`src/rtl/muldiv_pkg.sv`:
```
// Shared types for the EX-stage multiply/divide unit: op encoding, FSM states,
// iteration count and a magnitude helper.
package muldiv_pkg;

  typedef enum logic [2:0] {
    OP_NONE  = 3'd0,
    OP_MULT  = 3'd1,
    OP_MULTU = 3'd2,
    OP_DIV   = 3'd3,
    OP_DIVU  = 3'd4,
    OP_MTHI  = 3'd5,
    OP_MTLO  = 3'd6
  } muldiv_op_t;

  typedef enum logic [1:0] {
    S_IDLE = 2'd0,
    S_BUSY = 2'd1,
    S_DONE = 2'd2
  } muldiv_state_t;

  localparam int MULDIV_ITER = 32;
  localparam int CNT_W       = 5;

  function automatic logic [31:0] mag32(input logic [31:0] v, input logic sgn);
    return (sgn && v[31]) ? (~v + 32'd1) : v;
  endfunction

endpackage

```
`src/rtl/muldiv_iter.sv`:
```
// Operand magnitude latch, 64-bit shift register and one radix-2 step
// (shift-add multiply / restoring divide). MULDIV_FAST_MUL_EN: single-step multiply.
module muldiv_iter
  import muldiv_pkg::*;
(
  input  logic        clk,
  input  logic        rst,
  input  logic        load,
  input  logic        step,
  input  logic        div_in,
  input  logic [31:0] a_in,
  input  logic [31:0] b_in,
  output logic [63:0] p_nxt,
  output logic        b_zero
);

  logic [31:0] a_q, b_q;
  logic        div_q;
  logic [63:0] p_q;
  logic [32:0] rem_sh, diff;
`ifndef MULDIV_FAST_MUL_EN
  logic [32:0] sum;
`endif

  always_ff @(posedge clk or negedge rst) begin
    if (!rst) begin
      a_q   <= '0;
      b_q   <= '0;
      div_q <= 1'b0;
      p_q   <= '0;
    end else if (load) begin
      a_q   <= a_in;
      b_q   <= b_in;
      div_q <= div_in;
      // divide: {remainder, dividend}; multiply: {partial sum, multiplier}
      p_q   <= div_in ? {32'd0, a_in} : {32'd0, b_in};
    end else if (step) begin
      p_q   <= p_nxt;
    end
  end

  always_comb begin
    rem_sh = p_q[63:31];
    diff   = rem_sh - {1'b0, b_q};
`ifndef MULDIV_FAST_MUL_EN
    sum    = {1'b0, p_q[63:32]} + (p_q[0] ? {1'b0, a_q} : 33'd0);
`endif
    if (div_q)
      p_nxt = diff[32] ? {p_q[62:0], 1'b0} : {diff[31:0], p_q[30:0], 1'b1};
    else
`ifdef MULDIV_FAST_MUL_EN
      p_nxt = {32'd0, a_q} * {32'd0, b_q};
`else
      p_nxt = {sum, p_q[31:1]};
`endif
  end

  assign b_zero = (b_q == 32'd0);

endmodule

```
`src/rtl/ex_muldiv.sv`:
```
// EX-stage iterative multiply/divide unit owning HI/LO; stalls the front end while busy.
// MULDIV_FAST_MUL_EN: MULT/MULTU finish in one BUSY cycle.
module ex_muldiv
  import muldiv_pkg::*;
(
  input  logic        clk,
  input  logic        rst,
  input  muldiv_op_t  op_i,
  input  logic [31:0] rs_data_i,
  input  logic [31:0] rt_data_i,
  input  logic        stall_i,
  input  logic        flush_i,
  output logic        ex_stall_o,
  output logic [31:0] hi_o,
  output logic [31:0] lo_o
);

  muldiv_state_t    state;
  logic [CNT_W-1:0] cnt;
  logic [31:0]      hi_q, lo_q, rs_q;
  logic             div_q, q_neg, r_neg;

  logic        is_md, is_div, is_sgn, start, fin, b_zero;
  logic [31:0] a_in, b_in, quot, rem, res_hi, res_lo;
  logic [63:0] p_nxt, prod;

  assign is_md  = (op_i == OP_MULT) || (op_i == OP_MULTU) ||
                  (op_i == OP_DIV)  || (op_i == OP_DIVU);
  assign is_div = (op_i == OP_DIV)  || (op_i == OP_DIVU);
  assign is_sgn = (op_i == OP_MULT) || (op_i == OP_DIV);
  assign start  = (state == S_IDLE) && is_md && !flush_i;
  assign a_in   = mag32(rs_data_i, is_sgn);
  assign b_in   = mag32(rt_data_i, is_sgn);

  muldiv_iter u_iter (
    .clk    (clk),
    .rst    (rst),
    .load   (start),
    .step   (state == S_BUSY),
    .div_in (is_div),
    .a_in   (a_in),
    .b_in   (b_in),
    .p_nxt  (p_nxt),
    .b_zero (b_zero)
  );

`ifdef MULDIV_FAST_MUL_EN
  assign fin = (state == S_BUSY) && ((cnt == CNT_W'(MULDIV_ITER - 1)) || !div_q);
`else
  assign fin = (state == S_BUSY) && (cnt == CNT_W'(MULDIV_ITER - 1));
`endif

  // Sign fix-up applied to the step output so HI/LO land on the final edge
  always_comb begin
    prod = q_neg ? (~p_nxt + 64'd1) : p_nxt;
    quot = p_nxt[31:0];
    rem  = p_nxt[63:32];
    if (!div_q) begin
      res_hi = prod[63:32];
      res_lo = prod[31:0];
    end else if (b_zero) begin
      res_hi = rs_q;
      res_lo = 32'hFFFF_FFFF;
    end else begin
      res_hi = r_neg ? (~rem + 32'd1) : rem;
      res_lo = q_neg ? (~quot + 32'd1) : quot;
    end
  end

  always_ff @(posedge clk or negedge rst) begin
    if (!rst) begin
      state <= S_IDLE;
      cnt   <= '0;
      hi_q  <= '0;
      lo_q  <= '0;
      rs_q  <= '0;
      div_q <= 1'b0;
      q_neg <= 1'b0;
      r_neg <= 1'b0;
    end else begin
      case (state)
        S_IDLE: begin
          if (start) begin
            rs_q  <= rs_data_i;
            div_q <= is_div;
            q_neg <= is_sgn && (rs_data_i[31] ^ rt_data_i[31]);
            r_neg <= (op_i == OP_DIV) && rs_data_i[31];
            cnt   <= '0;
            state <= S_BUSY;
          end else if (!flush_i) begin
            if (op_i == OP_MTHI) hi_q <= rs_data_i;
            if (op_i == OP_MTLO) lo_q <= rs_data_i;
          end
        end
        S_BUSY: begin
          if (flush_i) begin
            state <= S_IDLE;
          end else begin
            cnt <= cnt + CNT_W'(1);
            if (fin) begin
              hi_q  <= res_hi;
              lo_q  <= res_lo;
              state <= S_DONE;
            end
          end
        end
        // Hold here while EX is held so the same instruction cannot restart
        S_DONE: if (flush_i || !stall_i) state <= S_IDLE;
        default: state <= S_IDLE;
      endcase
    end
  end

  assign ex_stall_o = !flush_i && (start || (state == S_BUSY));
  assign hi_o       = hi_q;
  assign lo_o       = lo_q;

endmodule

```
`config.mk`:
```
export PLATFORM = sky130hd
export DESIGN_NAME = ex_muldiv
export DESIGN_NICKNAME = d
export VERILOG_FILES = /design/src/rtl/muldiv_pkg.sv /design/src/rtl/muldiv_iter.sv /design/src/rtl/ex_muldiv.sv
export SDC_FILE = /design/constraint.sdc
export NUM_CORES = 1
export LEC_CHECK = 0
export CELL_PAD_IN_SITES_DETAIL_PLACEMENT = 0
export CELL_PAD_IN_SITES_GLOBAL_PLACEMENT = 1
export CORE_MARGIN = 2
export CORE_UTILIZATION = 42
export DETAILED_ROUTE_END_ITERATION = 8
export PLACE_DENSITY_LB_ADDON = 0.1
export SYNTH_ARGS = -nofsm -noshare
export SYNTH_HDL_FRONTEND = slang
export SYNTH_HIERARCHICAL = 1
export SYNTH_SLANG_ARGS = --single-unit
```
`constraint.sdc`:
```
create_clock -name clk -period 5.4 [get_ports clk]
set_input_delay 0.81 -clock clk [delete_from_list [all_inputs] [get_ports clk]]
set_output_delay 0.81 -clock clk [all_outputs]
set_load 0.1 [all_outputs]
```
* Word level (Yosys, flattened, before mapping)
Cells that the tools add are included.
** Operators by class
- Equal/unequal tests :: 18
- Bitwise gates (word level) :: 6
- Reduce and logical (&&, ||, !) cells :: 26
- Mux-type cells :: 35
- Add/sub/neg operators :: 8
** Operator list (count)
- 2-to-1 mux 32 bit :: 20
- 2-to-1 mux 64 bit :: 5
- adder 32 x 1 -> 32 bit (second input constant) :: 4
- NOT 32 bit :: 4
- case mux 32 bit (2 select lines) :: 2
- adder 64 x 1 -> 64 bit (second input constant) :: 1
- NOT 64 bit :: 1
- adder 32 x 33 -> 33 bit :: 1
- subtractor 33 x 32 -> 33 bit :: 1
- logical NOT 32 bit :: 1
- != test 2 bit (second input constant) :: 6
- AND reduction 6 bit :: 2
- 2-to-1 mux 5 bit :: 2
- case mux 5 bit (2 select lines) :: 1
- == test 3 bit (second input constant) :: 3
- logical AND 1 bit :: 8
- 2-to-1 mux 2 bit :: 4
- logical OR 1 bit :: 7
- == test 3 x 2 -> 1 bit (second input constant) :: 2
- case mux 2 bit (3 select lines) :: 1
- AND reduction 3 bit :: 2
- adder 5 x 1 -> 5 bit (second input constant) :: 1
- == test 5 bit (second input constant) :: 1
- != test 2 x 1 -> 1 bit (second input constant) :: 2
- 9 further kinds :: 11
** Word-level totals
- Register bits :: 235
- Logic and storage cells :: 105

* Logic depth before layout (Yosys ltp)
- Word-level depth :: 11
- Gate-level depth with buffers :: 22
- Depth with buffers taken out :: 21

* Cells and area by module
The synthesis kept the hierarchy.
** By module, submodules not included
- muldiv_iter :: area each 10380.0 um^2, times used 1, cells an instance 1181
- ex_muldiv :: area each 8683.3 um^2, times used 1, cells an instance 1096

* Least setup slack after synthesis
No wires, ideal clock.
- Kind :: register to register
- Start point :: register u_iter.p_q[31]
- End point :: register hi_q[24], in the netlist hi_o[24]
- Cell stages (with the launch flop) :: 23
- Required time :: 5.331 ns
- Arrival time :: 5.146 ns
- Library setup time :: 0.069 ns
- Setup slack :: 0.185 ns
- Path buffers :: 3
- Cells stage by stage :: dfrtp_1 -> inv_1 -> ha_1 -> inv_1 -> fa_1 -> a21o_1 -> a221o_1 -> a22oi_4 -> o21ai_2 -> a31oi_4 -> xnor2_4 -> buf_6 -> mux2_4 -> nand2_1 -> o21ai_0 -> clkbuf_1 -> nor4_2 -> nand2_1 -> or3_1 -> clkbuf_1 -> or4_1 -> a32oi_1 -> a221o_1
** On the way
- Word-level cells in the longest chain between the ends :: 11
- Elaborated cells between the ends (all ways) :: 14
- Classes of those cells :: add/sub (3); mux (9); bitwise (2)
** RTL lines
- start, declared :: RTL line muldiv_iter.sv:19 : logic [63:0] p_q;
- start signal, assigned :: RTL line muldiv_iter.sv:36 : p_q <= div_in ? {32'd0, a_in} : {32'd0, b_in};
- start signal, assigned :: RTL line muldiv_iter.sv:38 : p_q <= p_nxt;
- subtractor 33 x 32 -> 33 bit * :: RTL line muldiv_iter.sv:44 : diff = rem_sh - {1'b0, b_q};
- 2-to-1 mux 64 bit * :: RTL line muldiv_iter.sv:49 : p_nxt = diff[32] ? {p_q[62:0], 1'b0} : {diff[31:0], p_q[30:0], 1'b1};
- 2-to-1 mux 64 bit * :: RTL line muldiv_iter.sv:48 : if (div_q)
- via p_nxt[36] :: RTL line ex_muldiv.sv:25 : logic [63:0] p_nxt, prod;
- NOT 32 bit :: RTL line ex_muldiv.sv:65 : res_hi = r_neg ? (~rem + 32'd1) : rem;
- adder 32 x 1 -> 32 bit :: RTL line ex_muldiv.sv:65
- 2-to-1 mux 32 bit :: RTL line ex_muldiv.sv:65
- 2-to-1 mux 32 bit :: RTL line ex_muldiv.sv:61 : end else if (b_zero) begin
- 2-to-1 mux 32 bit * :: RTL line ex_muldiv.sv:58 : if (!div_q) begin
- 2-to-1 mux 32 bit * :: RTL line ex_muldiv.sv:100 : if (fin) begin
- 2-to-1 mux 32 bit * :: RTL line ex_muldiv.sv:96 : if (flush_i) begin
- case mux 32 bit (2 select lines) * :: RTL line ex_muldiv.sv:81 : case (state)
- end signal, assigned :: RTL line ex_muldiv.sv:91 : if (op_i == OP_MTHI) hi_q <= rs_data_i;
- end signal, assigned :: RTL line ex_muldiv.sv:101 : hi_q <= res_hi;
- end, declared :: RTL line ex_muldiv.sv:20 : logic [31:0] hi_q, lo_q, rs_q;
Mark *: on every way through the listed nets, which the timed path passes. The rest lies on a longest branch. The select of a mux whose other input is x is not followed.
A chain may end at the register's enable or synchronous reset.

* Worst setup path in the final report
- Start point :: register u_iter.p_q[31]
- End point :: register hi_q[29], in the netlist hi_o[29]
The elaborated chain is that of the path after synthesis.

==> flow_metrics.env <==
export IMPL_status="finished clean"
export IMPL_wl_per_cell_um=26.77
export IMPL_overflow=0
export IMPL_yosysMostFrequentCell="nand2_1"
export IMPL_synth_common_cells="nand2_1, dfrtp_1, o21ai_0"
export IMPL_vias=19330
export IMPL_synthCells=2277
export IMPL_ys_ff_latch=235
export IMPL_drive_gt1_share_pct=15.60
export IMPL_yosysSeqAreaShare_pct=30.85
export IMPL_power_internal_mw=7.573
export IMPL_hp_class="input port to async pin"
export IMPL_netlist_top_cells_area="dfrtp_1, mux2_2, o21ai_0"
export IMPL_finalNonFillerCells=3074
export IMPL_synth_largest_area_cell="dfrtp_1"
export IMPL_timing_rr_start="u_iter/p_q[31]$_DFFE_PN0P_"
export IMPL_synth_nets=2420
export IMPL_grt_setup_unrepaired="false"
export IMPL_die_area_mm2=0.04711
export IMPL_setup_viol=0
export IMPL_grt_pass1_vias=18340
export IMPL_period_minus_slack_ps=5249
export IMPL_nNetsFinal=2594
export IMPL_ctsHtreeMaxLevel=1
export IMPL_tightest_slew_ps=1110
export IMPL_cts_root_buf="clkbuf_16"
export IMPL_fin_tns_setup_ps=0
export IMPL_vias_per_cell=6.288
export IMPL_rows=78
export IMPL_cts_hold_buf=0
export IMPL_grt_pass1_wl_um=121600
export IMPL_slowest_stage="or4b_2"
export IMPL_synth_ff_type="dfrtp_1"
export IMPL_wl_um=82300
export IMPL_gp_congestion=0.9833
export IMPL_arrival_ps=5720
export IMPL_place_area_mm2=0.02169
export IMPL_clk_path_buf_depth=3
export IMPL_fmax_mhz=190.5
export IMPL_die_y_um=217.0
export IMPL_path_class="flip-flop to flip-flop"
export IMPL_cts_buffers=31
export IMPL_antenna_found_initial=4
export IMPL_syn_area_mm2=0.01906
export IMPL_antenna_left=0
export IMPL_ys_warnings_count=6
export IMPL_diodes=0
export IMPL_critPathLaunchType="flip-flop"
export IMPL_crit_fanout=6
export IMPL_clock_latency_ps=600
export IMPL_grt_max_degree=161
export IMPL_slew_headroom_pct=25.45
export IMPL_power_frac_seq_pct=18.9
export IMPL_worstReg2RegEnd="hi_o[29]$_DFFE_PN0P_"
export IMPL_drcViolationCount=0
export IMPL_cp_cell_sequence="inv_1, ha_1, inv_1, fa_2, a21o_1, a221o_1, a22oi_4, o21ai_2, a31oi_4, buf_12, xnor2_4, mux2i_2, a21oi_2, or3_4, or4b_2, or3_4, or4_4, a21oi_2, o41ai_1"
export IMPL_irDropWorstVdd_v=0.0004501
export IMPL_syn_avg_cell_area_um2=8.372
export IMPL_r2r_cells=19
export IMPL_finalMaxSlewViolations=0
export IMPL_maxCapViolations=0
export IMPL_timing_hold_violations_final=0
export IMPL_cts_tree="built"
export IMPL_post_dp_hpwl_um=61790
export IMPL_area_growth_syn_to_layout_pct=20.15
export IMPL_grt_total_usage_pct=34.34
export IMPL_ff2ff_setup_slack_ps=150
export IMPL_power_density_mw_per_mm2=690.6
export IMPL_drtIter0Drc=2020
export IMPL_drt_first_pass_iters=5
export IMPL_p_comb_share_pct=66.7
export IMPL_async_flop_share_pct=100.0
export IMPL_synth_top_area_share_pct=30.85
export IMPL_cp_end_kind="flip-flop"
export IMPL_p_leak_nw=9.548
export IMPL_io_pins=136
export IMPL_numClockSinks=235
export IMPL_fin_skew_ps=15.84
export IMPL_holdWs_ps=196.7
export IMPL_synth_edf_count=0
export IMPL_stdcell_area_mm2=0.02290
export IMPL_clkPwrFrac_pct=14.4
export IMPL_synthDistinctLibCells=92
export IMPL_slowest_delay_ps=640
export IMPL_period_share_pct=97.21
export IMPL_start_util_pct=42.28
export IMPL_critical_path_required_ps=5870
export IMPL_p_sw_mw=8.245
export IMPL_swShare_pct=52.13
export IMPL_io_buffers=135
export IMPL_die_x_um=217.0
export IMPL_placed_cells=3015
export IMPL_clk_pin_slew_ps=60
export IMPL_core_area_mm2=0.04509
## how the worst max path moves through the flow
stage                                     from                   end  slack (ps)  cells past startpoint
floorplan           u_iter/p_q[31]$_DFFE_PN0P_  hi_o[24]$_DFFE_PN0P_         180                     22
global placement    u_iter/p_q[31]$_DFFE_PN0P_  hi_o[31]$_DFFE_PN0P_          80                     21
detailed placement  u_iter/p_q[31]$_DFFE_PN0P_  hi_o[29]$_DFFE_PN0P_          90                     18
CTS                 u_iter/p_q[31]$_DFFE_PN0P_  hi_o[31]$_DFFE_PN0P_          30                     21
global route        u_iter/p_q[31]$_DFFE_PN0P_  hi_o[31]$_DFFE_PN0P_          10                     22
finish              u_iter/p_q[31]$_DFFE_PN0P_  hi_o[29]$_DFFE_PN0P_         150                     19
## routing by layer
layer  global-route usage [%]  vias to the layer above  part of all wire, %
li1                         -                     8730                    -
met1                    49.34                     9506                   45
met2                    52.25                      932                   43
met3                    5.031                      158                  7.8
met4                    12.60                        2                  4.3
met5                        0                        -                0.016
## cell usage in the layout (no fill, tap or decap), drive strengths merged, types with 28 or more instances in the layout
| cell | netlist | routed |
|---|---|---|
| a21o | 41 | 41 |
| a21oi | 151 | 151 |
| a31oi | 35 | 35 |
| and2 | 42 | 42 |
| and3 | 40 | 40 |
| buf | 16 | 134 |
| clkbuf | 110 | 45 |
| clkdlybuf4s50 | 0 | 133 |
| dfrtp | 235 | 235 |
| ha | 70 | 70 |
| inv | 73 | 74 |
| mux2 | 137 | 137 |
| mux2i | 48 | 48 |
| nand2 | 253 | 253 |
| nand3 | 41 | 41 |
| nor2 | 147 | 147 |
| nor3 | 46 | 46 |
| nor4 | 36 | 36 |
| o21ai | 227 | 227 |
| o22ai | 38 | 38 |
| o31ai | 28 | 28 |
| or3 | 33 | 33 |
| xnor2 | 95 | 95 |
| xor2 | 66 | 66 |
## sequential cells by signal, indices dropped and copies added (netlist names), 2 cells and up
register    count
cnt             5
hi_o           32
lo_o           32
rs_q           32
state           2
u_iter/a_q     32
u_iter/b_q     32
u_iter/p_q     64
## cells by family (layout without fill, tap and decap cells)
kind of cell | count (synthesis) | after routing | synth area share [%]
flops | 235 | 235 | 30.85
fa+ha+maj | 72 | 72 | 4.804
mux | 185 | 185 | 10.69
buf+inv | 200 | 397 | 4.128
simple gates | 740 | 740 | 19.09
xor+xnor | 161 | 161 | 7.594
compound gates | 684 | 684 | 22.84
## final cells by class
type | count | area, µm²
Fill cell | 4369 | 22180
Multi-Input combinational cell | 1842 | 12510
Sequential cell | 235 | 5882
Timing Repair Buffer | 267 | 2377
Clock buffer | 45 | 918.4
Tap cell | 600 | 750.7
Inverter | 74 | 280.3
Clock inverter | 11 | 183.9
## through the flow
step | power [mW] | setup WS [ps] | util [%]
floorplan | 9.639 | 185.0 | -
global placement | 13.11 | 76.64 | 48.10
detailed placement | 13.14 | 87.55 | 48.10
CTS | 15.48 | 29.22 | 50.55
global route | 16.62 | 10.25 | 50.80
finish | 15.82 | 150.6 | 50.80
## critical path: cells and delay by family (launching register included)
kind / cells / cell delay (ps)
AO/OA/AOI/OAI: 8 / 1440
flip-flops: 1 / 380
XOR/XNOR: 1 / 160
adder cells (fa/ha/maj): 2 / 520
AND/OR/NAND/NOR: 4 / 2050
multiplexers: 1 / 300
buffers and inverters: 3 / 280
## what timing repair did
action                     CTS  global route
setup endpoints to repair    0            19
setup buffers                0             3
resized for setup            0            21
## power by group through the flow
stage,Clock (mW),Sequential [mW],Combinational (mW)
after floorplan,0,3.87,5.77
after global placement,0,2.98,10.1
after detailed placement,0,2.99,10.2
after CTS,2.29,2.97,10.2
after global routing,2.37,3.05,11.2
final,2.27,2.99,10.6
(Power assumes the default switching activity.)
